File: src/rtl/adc_seq_pkg.sv
// adc_seq_pkg -- shared constants, sample type and channel-selection helper
// for the ADC sequencer.
//
// Contents:
//   NUM_CH, ADC_DW, CH_W, SMP_W : channel count, ADC word width, channel tag
//                                 width, packed sample width
//   sample_t                    : packed {channel, data} sample word
//   next_channel()              : lowest enabled channel above cur, wrapping

package adc_seq_pkg;

    localparam int NUM_CH = 4;
    localparam int ADC_DW = 12;
    localparam int CH_W   = 2;
    localparam int SMP_W  = CH_W + ADC_DW;

    typedef struct packed {
        logic [CH_W-1:0]   channel;
        logic [ADC_DW-1:0] data;
    } sample_t;

    // Scans cur+1, cur+2, ... modulo NUM_CH and returns the first enabled
    // index. The last candidate is cur itself, so a single-bit mask keeps
    // selecting the same channel. Returns cur when the mask is empty; the
    // caller handles that case separately.
    function automatic logic [CH_W-1:0] next_channel(
        input logic [NUM_CH-1:0] mask,
        input logic [CH_W-1:0]   cur
    );
        logic [CH_W-1:0] result;
        logic [CH_W-1:0] idx;
        logic            found;
        result = cur;
        found  = 1'b0;
        for (int i = 1; i <= NUM_CH; i++) begin
            idx = cur + i[CH_W-1:0];
            if (!found && mask[idx]) begin
                result = idx;
                found  = 1'b1;
            end
        end
        return result;
    endfunction

endpackage

File: src/rtl/sample_fifo.sv
// sample_fifo -- synchronous first-word-fall-through FIFO.
//
// Ports:
//   clk, rst_n : clock, asynchronous active-low reset (empties the FIFO)
//   push       : write push_data; ignored when full unless pop is accepted
//                in the same cycle
//   push_data  : word to write
//   pop        : remove the head word; ignored when empty
//   pop_data   : current head word (zero while empty); a word written into
//                an empty FIFO becomes visible the cycle after the push
//   full/empty : occupancy flags
//
// DEPTH must be a power of two (pointers wrap by overflow), minimum 2.

module sample_fifo #(
    parameter int DEPTH = 4,
    parameter int WIDTH = 14
) (
    input  logic             clk,
    input  logic             rst_n,
    input  logic             push,
    input  logic [WIDTH-1:0] push_data,
    input  logic             pop,
    output logic [WIDTH-1:0] pop_data,
    output logic             full,
    output logic             empty
);

    localparam int AW = (DEPTH > 1) ? $clog2(DEPTH) : 1;
    localparam logic [AW:0] FULL_CNT = (AW+1)'(DEPTH);

    logic [WIDTH-1:0] mem [DEPTH];
    logic [AW-1:0]    wr_ptr;
    logic [AW-1:0]    rd_ptr;
    logic [AW:0]      count;
    logic             do_push;
    logic             do_pop;

    assign empty   = (count == '0);
    assign full    = (count == FULL_CNT);
    assign do_pop  = pop && !empty;
    // When full, a same-cycle pop frees the head slot, which is exactly
    // where wr_ptr points, so the write can be accepted.
    assign do_push = push && (!full || do_pop);

    assign pop_data = empty ? '0 : mem[rd_ptr];

    always_ff @(posedge clk or negedge rst_n) begin
        if (!rst_n) begin
            wr_ptr <= '0;
            rd_ptr <= '0;
            count  <= '0;
        end else begin
            if (do_push) begin
                wr_ptr <= wr_ptr + 1'b1;
            end
            if (do_pop) begin
                rd_ptr <= rd_ptr + 1'b1;
            end
            case ({do_push, do_pop})
                2'b10:   count <= count + 1'b1;
                2'b01:   count <= count - 1'b1;
                default: count <= count;
            endcase
        end
    end

    // Storage needs no reset: nothing is read while empty.
    always_ff @(posedge clk) begin
        if (do_push) begin
            mem[wr_ptr] <= push_data;
        end
    end

endmodule

File: src/rtl/adc_sequencer.sv
// adc_sequencer -- round-robin ADC channel sequencer with tagged sample FIFO.
//
// A free-running frame counter (0..FRAME_LEN-1) paces ADC conversions. At
// the last count of each frame the enable mask is sampled and the next
// enabled channel is registered onto adc_addr. The conversion result for
// the address issued in frame N is returned in frame N+1 and captured at
// count 0 of frame N+2, so a two-deep tag pipeline (issued, pending) keeps
// each captured word paired with the channel that produced it.
//
// Ports:
//   clk        : clock (also the ADC serial clock)
//   rst_n      : asynchronous active-low reset
//   ch_en      : per-channel enable mask, sampled once per frame
//   adc_data   : conversion word from the ADC interface
//   adc_addr   : channel address driven to the ADC interface
//   smp_valid  : sample available (FIFO non-empty)
//   smp_ready  : consumer accepts the sample
//   smp_data   : sample value
//   smp_ch     : channel tag of smp_data
//   drop_cnt   : saturating count of samples dropped on a full FIFO
//                (only present when ADC_SEQ_DROP_CNT_EN is defined)
//
// Handshake: a sample transfers, and the FIFO pops, exactly on a cycle
// where smp_valid && smp_ready; while smp_valid is high and smp_ready is
// low, smp_data/smp_ch hold their value.
//
// Build option: define ADC_SEQ_DROP_CNT_EN to add the drop_cnt port.

module adc_sequencer
    import adc_seq_pkg::*;
#(
    parameter int FRAME_LEN  = 16,
    parameter int FIFO_DEPTH = 4
) (
    input  logic        clk,
    input  logic        rst_n,
    input  logic [3:0]  ch_en,
    input  logic [11:0] adc_data,
    output logic [1:0]  adc_addr,
    output logic        smp_valid,
    input  logic        smp_ready,
    output logic [11:0] smp_data,
    output logic [1:0]  smp_ch
`ifdef ADC_SEQ_DROP_CNT_EN
    ,
    output logic [7:0]  drop_cnt
`endif
);

    localparam int                FCNT_W    = (FRAME_LEN > 1) ? $clog2(FRAME_LEN) : 1;
    localparam logic [FCNT_W-1:0] FCNT_LAST = FCNT_W'(FRAME_LEN - 1);

    logic [FCNT_W-1:0] fcnt;
    logic [CH_W-1:0]   cur_ch;
    logic [CH_W-1:0]   nxt_ch;
    logic              iss_vld;
    logic [CH_W-1:0]   iss_ch;
    logic              pnd_vld;
    logic [CH_W-1:0]   pnd_ch;
    logic              frame_end;
    logic              capture;

    logic              push_req;
    logic              push_acc;
    logic              pop;
    logic              fifo_full;
    logic              fifo_empty;
    sample_t           push_smp;
    sample_t           head_smp;

    assign frame_end = (fcnt == FCNT_LAST);
    assign capture   = (fcnt == '0);
    assign nxt_ch    = next_channel(ch_en, cur_ch);

    // Frame counter, channel selection and tag pipeline.
    always_ff @(posedge clk or negedge rst_n) begin
        if (!rst_n) begin
            fcnt     <= '0;
            cur_ch   <= CH_W'(NUM_CH - 1);
            adc_addr <= '0;
            iss_vld  <= 1'b0;
            iss_ch   <= '0;
            pnd_vld  <= 1'b0;
            pnd_ch   <= '0;
        end else begin
            fcnt <= frame_end ? '0 : fcnt + 1'b1;
            if (frame_end) begin
                pnd_vld <= iss_vld;
                pnd_ch  <= iss_ch;
                if (ch_en == '0) begin
                    // Nothing enabled: keep the address, issue an untagged frame.
                    iss_vld <= 1'b0;
                end else begin
                    cur_ch   <= nxt_ch;
                    adc_addr <= nxt_ch;
                    iss_vld  <= 1'b1;
                    iss_ch   <= nxt_ch;
                end
            end
        end
    end

    assign push_req = capture && pnd_vld;
    assign push_smp = {pnd_ch, adc_data};
    assign pop      = smp_valid && smp_ready;
    // A push onto a full FIFO survives only if the head leaves this cycle.
    assign push_acc = push_req && (!fifo_full || pop);

    sample_fifo #(
        .DEPTH (FIFO_DEPTH),
        .WIDTH (SMP_W)
    ) u_fifo (
        .clk       (clk),
        .rst_n     (rst_n),
        .push      (push_acc),
        .push_data (push_smp),
        .pop       (pop),
        .pop_data  (head_smp),
        .full      (fifo_full),
        .empty     (fifo_empty)
    );

    assign smp_valid = !fifo_empty;
    assign smp_data  = head_smp.data;
    assign smp_ch    = head_smp.channel;

`ifdef ADC_SEQ_DROP_CNT_EN
    logic drop;

    assign drop = push_req && !push_acc;

    always_ff @(posedge clk or negedge rst_n) begin
        if (!rst_n) begin
            drop_cnt <= '0;
        end else if (drop && (drop_cnt != 8'hFF)) begin
            drop_cnt <= drop_cnt + 1'b1;
        end
    end
`endif

endmodule

File: config.mk
export PLATFORM = sky130hd
export DESIGN_NAME = adc_sequencer
export DESIGN_NICKNAME = d
export VERILOG_FILES = /design/src/rtl/adc_seq_pkg.sv /design/src/rtl/sample_fifo.sv /design/src/rtl/adc_sequencer.sv
export SDC_FILE = /design/constraint.sdc
export NUM_CORES = 1
export LEC_CHECK = 0
export BUFFER_PORTS_ARGS = -buffer_cell sky130_fd_sc_hd__buf_2
export CAP_MARGIN = 0
export CELL_PAD_IN_SITES_DETAIL_PLACEMENT = 1
export CELL_PAD_IN_SITES_GLOBAL_PLACEMENT = 2
export CORE_ASPECT_RATIO = 1.75
export CORE_MARGIN = 5
export CORE_UTILIZATION = 42
export CTS_CLUSTER_SIZE = 8
export DETAILED_ROUTE_END_ITERATION = 16
export PLACE_DENSITY_LB_ADDON = 0.25
export SYNTH_ARGS = -nofsm -noshare
export SYNTH_HDL_FRONTEND = slang
export SYNTH_HIERARCHICAL = 1
export SYNTH_SLANG_ARGS = --single-unit
File: constraint.sdc
create_clock -name clk -period 3.7 [get_ports clk]
set_clock_uncertainty 0.2 [all_clocks]
set_input_delay 0 -clock clk [delete_from_list [all_inputs] [get_ports clk]]
set_output_delay 0 -clock clk [all_outputs]
set_load 0.01 [all_outputs]
Word-level counts from Yosys, hierarchy flattened. Memory sizes are Yosys's and may differ from the RTL's. Cells that the tools add are included.

Flip-flop bits (word level): 19. Bits in latches: 0. RAM bits: 56. Memory bits (read-only): 0. Bits of input ports: 19. Output and inout port bits: 17. Memories: 1.

Add/sub/neg operators: 8. $mul: 0. Divide/modulo/power cells: 0. $lt $le $gt $ge: 4. Equal/unequal tests: 4. Shift operators: 0. Multiplexer cells: 21. Bitwise operators: 1. Reductions and logical operators: 20.

Memories: u_fifo.mem (words 4, width 14, read ports 1, clocked after memory_dff 0, write ports 1, line sample_fifo.sv:32) `logic [WIDTH-1:0] mem [DEPTH];`.

Operators by type and width (number): 2-to-1 mux 14 bit (1); less-than comparator 2 x 3 -> 1 bit (second input constant) (4); 2-to-1 mux 1 bit (10); binary-select mux 1 bit (select 2 bit) (4); logical AND 1 bit (8); logical NOT 4 bit (2); 2-to-1 mux 2 bit (4); adder 2 x 1 -> 2 bit (second input constant) (3); case mux 3 bit (2 select lines) (1); logical NOT 1 bit (5); adder 2 bit (second input constant) (2); adder 4 x 1 -> 4 bit (second input constant) (1); equality test 4 bit (second input constant) (1); 2-to-1 mux 4 bit (1); adder 3 x 1 -> 3 bit (second input constant) (1); equality test 3 bit (second input constant) (1); logical NOT 3 bit (1); subtractor 3 x 1 -> 3 bit (second input constant) (1); equality test 2 x 1 -> 1 bit (second input constant) (1); equality test 2 bit (second input constant) (1); logical OR 1 bit (2); AND reduction 2 bit (1); nonzero test 2 bit (1); NOT 1 bit (1).

Logic depth before layout (Yosys ltp).
Word-level depth: 13. Depth in mapped cells: 14. Gate-level depth less buffers: 11.

Modules after synthesis. The synthesis kept the hierarchy.

By module, submodules not included: sample_fifo (instances 1, cells each 143, area each 2638.8 sq um, seq. area each 1856.8 sq um); adc_sequencer (instances 1, cells each 57, area each 616.8 sq um, seq. area each 302.8 sq um).

Worst setup path after synthesis. OpenSTA, ideal clock, no wires.

Path kind: register to register. From: reg u_fifo.count[0]. To: reg u_fifo.count[1]. Data arrival time: 2.681 ns. Data required time: 3.413 ns. Path slack: 0.732 ns. Cell stages (with the launch flop): 15. Path buffers: 3. Cell sequence: dfrtp_1 > or3_1 > clkbuf_1 > clkbuf_1 > inv_1 > nor2b_1 > nor2b_1 > nor4_1 > buf_2 > nor2b_1 > nand2_1 > fa_1 > o21ba_2 > o211ai_1 > a22oi_1.

Word-level cells in the longest chain between the ends: 8.

RTL lines: start: declaration (line sample_fifo.sv:35) `logic [AW:0] count;`; start signal: assignment (line sample_fifo.sv:61) `2'b10: count <= count + 1'b1;`; start signal: assignment (line sample_fifo.sv:62) `2'b01: count <= count - 1'b1;`; start signal: assignment (line sample_fifo.sv:63) `default: count <= count;`; logical NOT 3 bit * (line sample_fifo.sv:39) `assign empty = (count == '0);`; named net fifo_empty (line adc_sequencer.sv:67) `logic fifo_empty;`; logical NOT 1 bit * (line adc_sequencer.sv:123) `assign smp_valid = !fifo_empty;`; logical AND 1 bit * (line adc_sequencer.sv:105) `assign pop = smp_valid && smp_ready;`; named net pop (line adc_sequencer.sv:65) `logic pop;`; logical OR 1 bit * (line adc_sequencer.sv:107) `assign push_acc = push_req && (!fifo_full || pop);`; logical AND 1 bit * (line adc_sequencer.sv:107); named net push_acc (line adc_sequencer.sv:64) `logic push_acc;`; logical AND 1 bit * (line sample_fifo.sv:44) `assign do_push = push && (!full || do_pop);`; equality test 2 x 1 -> 1 bit / equality test 2 bit (equally long branches) (line sample_fifo.sv:60) `case ({do_push, do_pop})`; case mux 3 bit (2 select lines) / nonzero test 2 bit (equally long branches).

The timed path passes the listed nets; every way through them passes the cells marked *. A chain may end at the register's enable or synchronous reset.

Worst setup path after layout. Ends and elaborated chain as after synthesis.

==> summary.txt <==
switching power: 0.850 mW
Placer Congestion: 0.743
cts repair resizes: 0
final setup TNS: 0 ns
largest net degree at the start of global routing: 19
Initial Util: 43.0%
switching share of total power: 28.7%
Synth area leaders: edfxtp_1 (52%), dfrtp_1 (13%), mux4_2 (9.7%)
TritonRoute pass-1 iters: 4
total placed cells including tap cells: 318
final hold violation count: 0
share of layout cells above drive strength 1: 28.9%
Total Wirelength: 6.37 mm
clock sinks: 75
R2R setup slack: 0.72 ns
crit path max fanout: 18
height of the die: 126 um
class of the worst hold path: input pin to register
worst slack at placement: 0.778 ns
Post-CTS Hold Fix Bufs: 20
CTS clk-pin slew, worst paths: 0.05 ns
Die W: 76.6 um
Post-synth ARST share: 25.3%
Die Area: 9680 sq um
Hold Path End: cur_ch[1]$_DFFE_PN1P_
Vias/cell: 5.30
RSZ-0062 raised after global routing: no
clk root buf: clkbuf_16
Slew Limit Fails: 0
hold path cells: 4
combinational share of power: 29.4%
vias in the first global route: 2149
Crit path arrival time: 3.01 ns
synth unique cells: 46
cell-internal power: 2.11 mW
reg2reg start: u_fifo/count[0]$_DFFE_PN0P_
min setup slack post-route: 0.724 ns
relative slew slack: 35.1%
initial antenna violation count: 0
Final HPWL DP: 4.23 mm
Crit. Startpoint: u_fifo/count[0]$_DFFE_PN0P_
post-route core utilization: 52.6%
Longest Clk Path Bufs: 2
Non-Filler Instances: 354
measured slew at the worst slew-check pin: 0.973 ns
detailed-route via count: 1875
DRC Markers: 0
Finish-stage setup viols: 0
first-pass GRT wire length: 10.8 mm
register bit total from synthesis: 75
top cell type by total area after synthesis: edfxtp_1
CTS buffer count: 9
Yosys top cell area share: 51.7%
Clock Power Share: 26.0%
total gr overflow: 0
Final #Nets: 287
H-tree Lvls: 3
GRT Total Usage: 14.7%
# diodes: 0
Commonest cells post-synth: edfxtp_1 (56), dfrtp_1 (17), inv_1 (15)
Top FF cell, synth: edfxtp_1
syn_area_per_cell: 16.3 sq um
PortBufs: 35
Ys Warns: 6
LEAKAGE: 1.51 nW
Detailed Route Iter0 Violations: 65
Post-synth EDFFs: 56
status: completed
CTS tree: built
final critical path time including I/O delays and setup: 2.98 ns
most numerous cell in the Yosys netlist: edfxtp_1
pwr dens: 745 nW/um^2
maximum clock frequency: 336 MHz
Layout area overhead: 22.2%
R2R depth: 12
WS Path Type: register to register
MaxCap Viol Count: 0
Crit. End Element: register
Avg WL per Cell: 18.0 um
Required @ worst endpoint: 3.74 ns
Core ar.: 7570 sq um
Worst-Skew Late Latency: 0.33 ns
Min-Delay Startpoint: ch_en[1]
Syn Nets: 226
Mapped Area: 3260 sq um
cell count after synthesis: 200
startpoint types: register
Fillers: 776
post-CTS setup buffers: 0
post-route ant nets: 0
RR Endpoint: u_fifo/count[1]$_DFFE_PN0P_
placement row count: 42
crit share post-route: 80.4%
I/O pin count: 36
Worst VDD drop: 0.296 mV
sequential area share after synthesis: 66.3%
sequential share of power: 44.6%
[power by group through the flow]
stage	Sequential, mW	Clock (mW)	Combinational [mW]
finish	1.32	0.770	0.872
detailed placement	1.35	0	0.867
floorplan	1.23	0	0.686
CTS	1.34	0.787	0.892
global placement	1.33	0	0.852
global route	1.37	0.838	0.964
[how the worst max path moves through the flow]
stage / end / slack, ns
after floorplan: u_fifo/count[1]$_DFFE_PN0P_ / 0.73
after global placement: u_fifo/count[1]$_DFFE_PN0P_ / 0.91
after detailed placement: u_fifo/count[1]$_DFFE_PN0P_ / 0.78
after CTS: u_fifo/count[1]$_DFFE_PN0P_ / 0.72
after global routing: u_fifo/count[1]$_DFFE_PN0P_ / 0.54
final: u_fifo/count[1]$_DFFE_PN0P_ / 0.72
[placed cells by master (no fill, tap or decap), drive strengths merged, types with 4 or more instances in the layout]
| master | Yosys | layout |
|---|---|---|
| edfxtp | 56 | 56 |
| buf | 5 | 38 |
| dlygate4sd3 | 0 | 20 |
| and2 | 18 | 18 |
| dfrtp | 17 | 17 |
| inv | 15 | 15 |
| mux4 | 14 | 14 |
| clkbuf | 3 | 13 |
| ha | 6 | 6 |
| o21ai | 5 | 5 |
| nor2b | 5 | 5 |
| nor2 | 5 | 5 |
| nand2 | 4 | 4 |
| a21oi | 4 | 4 |
[registers in the layout, indices dropped and copies added (netlist names)]
signal         cells
cur_ch             2
fcnt               4
iss_ch             2
iss_vld            1
pnd_ch             2
pnd_vld            1
u_fifo/count       3
u_fifo/mem        56
u_fifo/rd_ptr      2
u_fifo/wr_ptr      2
[per-layer routing]
metal  part of all wire [%]  track usage (%)  vias to the layer above  wire (um)
met5                      0                0                        -          0
met3                    3.8             3.90                       13        241
met2                     58             27.3                       34       3670
li1                       -                -                      874          -
met4                    2.2             7.11                        0        139
met1                     36             14.8                      954       2310
[cell type report]
type	instances	area (sq um)	share of cell area (%)
Timing Repair Buffer	58	398	10.0
Clock buffer	13	250	6.29
Tap cell	88	110	2.77
Inverter	15	56.3	1.42
Sequential cell	75	2160	54.3
Multi-Input combinational cell	102	991	24.9
Clock inverter	3	13.8	0.346
[worst max-delay path: stages, from the launching register on]
cell and delay, ns:
dfrtp_1 0.43, or3_1 0.40, buf_4 0.21, inv_1 0.10
nor2b_1 0.06, nor2b_1 0.12, nor4_1 0.07, nor2b_1 0.21
nand2_1 0.10, fa_1 0.45, o21ba_2 0.24, o211ai_1 0.09
a22oi_1 0.21
[per-stage QoR]
stage | instance area [sq um] | total power [mW] | hold slack, ns
6_report | 3980 | 2.97 | 0.0546
5_1_grt | 3980 | 3.17 | 0.0883
4_1_cts | 3980 | 3.01 | 0.0323
3_5_place_dp | 3510 | 2.22 | -0.218
3_3_place_gp | 3510 | 2.18 | -0.223
2_1_floorplan | 3260 | 1.92 | -0.496
[kinds of logic (layout without fill, tap and decap cells)]
logic type | count (synthesis) | count (layout) | synth area share [%]
and+or+nand+nor | 42 | 42 | 7.88
DFF | 75 | 75 | 66.3
adders and majority gates | 7 | 7 | 2.92
buffers and inverters | 23 | 89 | 3.23
muxes | 20 | 20 | 11.8
AOI/OAI and AO/OA | 27 | 27 | 6.26
xor gates and xnor gates | 6 | 6 | 1.61
(Power assumes the default switching activity.)
